$ cat src/rtl/inst_fetch_pkg.sv
// rtl/inst_fetch_pkg.sv - shared state encodings, opcodes and offset helper for the fetch stage
package inst_fetch_pkg;

  typedef enum logic [1:0] {
    S_FETCH = 2'd0,
    S_WAIT  = 2'd1,
    S_ISSUE = 2'd2
  } if_state_e;

  localparam logic [5:0] OPC_BUBBLE = 6'h3F;
  localparam logic [5:0] OPC_J      = 6'h02;
  localparam logic [5:0] OPC_BEQ    = 6'h04;
  localparam logic [5:0] OPC_BNE    = 6'h05;

  // Sign-extended word offset of a branch immediate, already scaled to bytes.
  function automatic logic [31:0] branch_offset(input logic [15:0] imm);
    return {{14{imm[15]}}, imm, 2'b00};
  endfunction

endpackage

$ cat src/rtl/inst_fetch_next_pc_calc.sv
// rtl/inst_fetch_next_pc_calc.sv - combinational next-PC selection (jump > taken branch > sequential)
module next_pc_calc
  import inst_fetch_pkg::*;
(
  input  logic [31:0] pc_plus4,
  input  logic [25:0] inst,
  input  logic        ct_jump,
  input  logic        ct_branch,
  input  logic        ct_branchn,
  input  logic        alu_zero,
  output logic [31:0] next_pc
);

  logic branch_taken;

  assign branch_taken = (ct_branch & alu_zero) | (ct_branchn & ~alu_zero);

  // Jump keeps the upper nibble of the sequential PC; branch offsets wrap at 32 bits.
  always_comb begin
    next_pc = pc_plus4;
    if (ct_jump) begin
      next_pc = {pc_plus4[31:28], inst, 2'b00};
    end else if (branch_taken) begin
      next_pc = pc_plus4 + branch_offset(inst[15:0]);
    end
  end

endmodule

$ cat src/rtl/inst_fetch.sv
// rtl/inst_fetch.sv - multicycle fetch stage: PC, imem req/ack, IR and decode handshake; IF_PERF_CNT_EN adds fetch/stall counters
module inst_fetch
  import inst_fetch_pkg::*;
#(
  parameter logic [31:0] RESET_PC = 32'h0000_0000
) (
  input  logic        clk,
  input  logic        rst,
  output logic        imem_req,
  output logic [31:0] imem_addr,
  input  logic        imem_ack,
  input  logic [31:0] imem_rdata,
  output logic        inst_valid,
  input  logic        id_ready,
  output logic [31:0] inst,
  output logic [5:0]  ct_inst,
  output logic [5:0]  aluct_inst,
  output logic [31:0] pc,
  output logic [31:0] pc_plus4,
  input  logic        ct_branch,
  input  logic        ct_branchn,
  input  logic        ct_jump,
  input  logic        alu_zero
`ifdef IF_PERF_CNT_EN
  ,
  output logic [31:0] fetch_cnt,
  output logic [31:0] stall_cnt
`endif
);

  if_state_e   state;
  if_state_e   state_nxt;
  logic        load_ir;
  logic        advance;
  logic [31:0] next_pc;

  // State register; reset abandons any outstanding request.
  always_ff @(posedge clk) begin
    if (!rst) begin
      state <= S_FETCH;
    end else begin
      state <= state_nxt;
    end
  end

  // Next state plus the req/valid strobes, which are pure functions of state.
  always_comb begin
    state_nxt  = state;
    imem_req   = 1'b0;
    inst_valid = 1'b0;
    load_ir    = 1'b0;
    advance    = 1'b0;
    case (state)
      S_FETCH: begin
        state_nxt = S_WAIT;
      end
      S_WAIT: begin
        imem_req = 1'b1;
        if (imem_ack) begin
          load_ir   = 1'b1;
          state_nxt = S_ISSUE;
        end
      end
      S_ISSUE: begin
        inst_valid = 1'b1;
        if (id_ready) begin
          advance   = 1'b1;
          state_nxt = S_FETCH;
        end
      end
      default: begin
        state_nxt = S_FETCH;
      end
    endcase
  end

  // PC advances only on the decode handshake; IR loads only on an accepted fetch.
  always_ff @(posedge clk) begin
    if (!rst) begin
      pc   <= RESET_PC;
      inst <= 32'h0;
    end else begin
      if (load_ir) begin
        inst <= imem_rdata;
      end
      if (advance) begin
        pc <= next_pc;
      end
    end
  end

  assign imem_addr  = pc;
  assign pc_plus4   = pc + 32'd4;
  assign ct_inst    = inst_valid ? inst[31:26] : OPC_BUBBLE;
  assign aluct_inst = inst_valid ? inst[5:0]   : 6'h00;

  next_pc_calc u_next_pc_calc (
    .pc_plus4   (pc_plus4),
    .inst       (inst[25:0]),
    .ct_jump    (ct_jump),
    .ct_branch  (ct_branch),
    .ct_branchn (ct_branchn),
    .alu_zero   (alu_zero),
    .next_pc    (next_pc)
  );

`ifdef IF_PERF_CNT_EN
  // Issued-instruction and memory-stall counters, free-running and wrapping.
  always_ff @(posedge clk) begin
    if (!rst) begin
      fetch_cnt <= 32'h0;
      stall_cnt <= 32'h0;
    end else begin
      if (advance) begin
        fetch_cnt <= fetch_cnt + 32'd1;
      end
      if (imem_req && !imem_ack) begin
        stall_cnt <= stall_cnt + 32'd1;
      end
    end
  end
`endif

endmodule

$ cat config.mk
export PLATFORM = sky130hd
export DESIGN_NAME = inst_fetch
export DESIGN_NICKNAME = d
export VERILOG_FILES = /design/src/rtl/inst_fetch_pkg.sv /design/src/rtl/inst_fetch_next_pc_calc.sv /design/src/rtl/inst_fetch.sv
export SDC_FILE = /design/constraint.sdc
export NUM_CORES = 1
export LEC_CHECK = 0
export CAP_MARGIN = 20
export CORE_MARGIN = 2
export CORE_UTILIZATION = 35
export DETAILED_ROUTE_END_ITERATION = 12
export DONT_BUFFER_PORTS = 1
export GPL_ROUTABILITY_DRIVEN = 0
export PLACE_DENSITY = 0.54
export SYNTH_ARGS = -nofsm -noshare
export SYNTH_HDL_FRONTEND = slang
export SYNTH_SLANG_ARGS = --single-unit
$ cat constraint.sdc
create_clock -name clk -period 3.8 [get_ports clk]
set_clock_uncertainty 0.1 [all_clocks]
set_input_delay 0.38 -clock clk [delete_from_list [all_inputs] [get_ports clk]]
set_output_delay 0.38 -clock clk [all_outputs]
set_load 0.02 [all_outputs]
==> impl_metrics.json <==
{
  "worstSetupEndpointType": "register",
  "grt-ovfl-total": 0,
  "rsz0062_at_grt": "true",
  "r2r-start": "imem_addr[2]$_SDFFE_PN0P_",
  "cpMostUsedCell": "a21oi_1",
  "crit_family": "compound AO/OA/AOI/OAI gates",
  "dieWidth_um": 128,
  "r2r_slack_ns": 0.15,
  "clockBufferDepth": 2,
  "netlist_area_um2": 5350,
  "clkPwrFrac_pct": 44.3,
  "seqCellArea_um2": 1280,
  "worst-path-buf-inv": 2,
  "leakage_nw": 2.75,
  "cp_cell_sequence": "ha_1 > nand4_1 > nor2_2 > inv_1 > nor3_1 > buf_4 > xnor2_1 > ha_1 > a21o_1 > a21oi_1 > o21bai_1 > a21o_1 > a21oi_1 > o21ai_0 > or4_1 > a21oi_1 > nor3b_1",
  "internal_power_mw": 1.29,
  "status": "completed",
  "grt_max_degree": 68,
  "ant_nets": 0,
  "crit_path_start_kind": "register",
  "path_clk_slew_ns": 0.06,
  "synth_edf_count": 0,
  "worst_r2r_endpoint": "imem_addr[29]$_SDFFE_PN0P_",
  "grt_pass1_vias": 5255,
  "num_vias": 5344,
  "synthDistinctLibCells": 59,
  "portBuffers": 0,
  "max_slew_margin_pct": 46.2,
  "finalCritPeriodShare_pct": 96.1,
  "track_usage_pct": 22.8,
  "crit_path_max_incr_delay_ns": 0.41,
  "power_density_nw_per_um2": 287,
  "layout-drive-gt1-share_pct": 17.3,
  "clock_latency_ns": 0.33,
  "min_from": "imem_rdata[20]",
  "place_ws_ns": -0.0142,
  "antenna_found_initial": 0,
  "ios": 182,
  "required_ns": 3.92,
  "fillers": 1559,
  "cts_buffers": 9,
  "final_cell_count_no_fill": 947,
  "cpMaxStageDelayCell": "or4_1",
  "htreeDepth": 3,
  "multi_input_area_um2": 3760,
  "cp_max_fo": 3,
  "crit_path_end": "imem_addr[29]$_SDFFE_PN0P_",
  "synth-main-ff-cell": "dfxtp_1",
  "via_per_inst": 5.64,
  "cts.sink_count": 64,
  "core-area_um2": 15100,
  "synth.area.top_cells": "dfxtp_1 (24%), nand2_1 (9.5%), ha_1 (8.4%), a21boi_0 (5.5%), buf_4 (5.1%)",
  "finalSetupTns_ns": 0,
  "nets": 831,
  "power_switching_uw": 510,
  "final_core_util_pct": 41.6,
  "area_growth_pct": 17.4,
  "dieArea_um2": 16300,
  "setup_viol": 0,
  "avgSynthCellArea_um2": 7.42,
  "clock.fmax_mhz": 274,
  "final.setup.worst_slack_ns": 0.148,
  "hold_viol_final": 0,
  "drt_iter0_markers": 516,
  "finalCriticalPeriod_ns": 3.65,
  "crit_cells": 17,
  "rr_worst_depth": 17,
  "ys_seq_elements": 64,
  "drv_cap": 0,
  "seqPwrFrac_pct": 40.7,
  "netlist.area_leader.share_pct": 23.9,
  "crit_arrival_ns": 3.77,
  "worst_pin_slew_ns": 0.805,
  "start_util_pct": 35.5,
  "placedCellCount": 930,
  "cts_tree": "built",
  "synthCells": 721,
  "yosysTopAreaCell": "dfxtp_1",
  "postCtsSetupRepairBufs": 0,
  "whs_path_depth": 2,
  "drv_slew": 0,
  "min_path_type": "in -> reg",
  "rows": 45,
  "wl_per_cell_um": 19.7,
  "die_h_um": 128,
  "p_comb_share_pct": 15.0,
  "seq_area_frac_synth_pct": 23.9,
  "synth_warnings": 0,
  "crit_path_start": "imem_addr[2]$_SDFFE_PN0P_",
  "path_class": "reg -> reg",
  "synth_async_sr_flop_share_pct": 0,
  "swShare_pct": 28.3,
  "grt_pass1_wl_um": 29300,
  "irDropWorstVdd_mv": 0.249,
  "firstDrtPassIters": 5,
  "antennaDiodeCount": 0,
  "drc": 0,
  "root_buffer": "clkbuf_16",
  "dp_hpwl_um": 14400,
  "wl_um": 18700
}
==> worst min path at each step <==
| stage | end | slack (ns) |
|---|---|---|
| after floorplan | inst[0]$_SDFFE_PN0P_ | 0.42 |
| after global placement | imem_addr[7]$_SDFFE_PN0P_ | 0.42 |
| after detailed placement | imem_addr[3]$_SDFFE_PN0P_ | 0.42 |
| after CTS | imem_addr[3]$_SDFFE_PN0P_ | 0.07 |
| after global routing | imem_addr[22]$_SDFFE_PN0P_ | 0.07 |
| final | inst[20]$_SDFFE_PN0P_ | 0.1 |
==> layer usage <==
layer | vias up | track usage (%) | part of all wire [%]
li1 | 2585 | - | -
met1 | 2506 | 30.6 | 45
met2 | 229 | 36.1 | 45
met3 | 24 | 5.97 | 7.9
met4 | 0 | 6.66 | 1.6
met5 | - | 0 | 0
==> Yosys cell counts, drive strengths merged (2+ instances only) <==
library cell	number
o21ai	45
dfxtp	64
nand4	16
mux2i	3
and3	6
nor3b	2
o21a	5
a211oi	5
a31oi	4
or3	4
buf	37
xnor2	25
o221ai	2
nand2b	9
nor2	34
and2	19
clkbuf	34
o21bai	4
or2	2
nand2	135
nor2b	2
xor2	22
ha	36
nand3	23
nor3	10
o31ai	7
a21oi	40
o311ai	3
o211a	3
inv	13
a21boi	39
a21o	23
o22ai	3
and4	4
o211ai	15
a221oi	4
a221o	2
==> flip-flops by register name, summed over array words and instances (netlist names) <==
register and cells:
inst 32, imem_addr 30, state 2
==> placed cells by master (no fill, tap or decap), types with 23 or more instances in the layout <==
| cell type | count |
|---|---|
| o21ai_0 | 37 |
| nor2_1 | 30 |
| ha_1 | 35 |
| nand3_1 | 23 |
| a21oi_1 | 36 |
| nand2_1 | 135 |
| buf_4 | 87 |
| a21boi_0 | 39 |
| a21o_1 | 23 |
| dfxtp_1 | 62 |
==> cell families after synthesis <==
logic type | synth area share (%)
multiplexers | 0.772
buffers and inverters | 8.42
adder cells (fa/ha/maj) | 8.79
AO/OA/AOI/OAI | 27.0
flip-flops | 23.9
other | 0.0701
AND/OR/NAND/NOR | 23.3
XOR/XNOR | 7.69
==> worst register-to-register path, delay by kind of cell, from the launching register on <==
kind | cells | cell delay [ns]
buffers and inverters | 2 | 0.26
flip-flops | 1 | 0.32
AND/OR/NAND/NOR | 5 | 1.04
adder cells (fa/ha/maj) | 2 | 0.50
AO/OA/AOI/OAI | 7 | 1.09
XOR/XNOR | 1 | 0.23
==> layout make-up <==
type                       instances  share of cell area [%]
multi-input combinational        578                    59.9
clock inverter                     4                   0.717
inverter                          13                   0.777
tap                              188                    3.74
clock buffer                      12                    3.76
timing repair buffer              88                    10.6
sequential                        64                    20.4
==> what timing repair did <==
action,CTS,global route
hold buffers,0,0
setup endpoints to repair,1,14
resized for setup,1,20
pin swaps,0,1
gates cloned,0,0
==> through the flow <==
step	power (mW)	hold slack [ns]	instance area, um^2
5_1_grt	1.88	0.0749	6280
4_1_cts	1.81	0.0728	6190
2_1_floorplan	0.939	0.425	5420
6_report	1.80	0.0972	6280
3_5_place_dp	1.01	0.418	5910
3_3_place_gp	1.01	0.417	5910
==> power groups by stage <==
stage               clock network (mW)  logic, mW  registers, mW
finish                           0.797      0.270          0.733
global route                     0.846      0.297          0.736
global placement                     0      0.260          0.747
detailed placement                   0      0.263          0.747
floorplan                            0      0.184          0.755
CTS                              0.812      0.265          0.733
(Power assumes the default switching activity.)
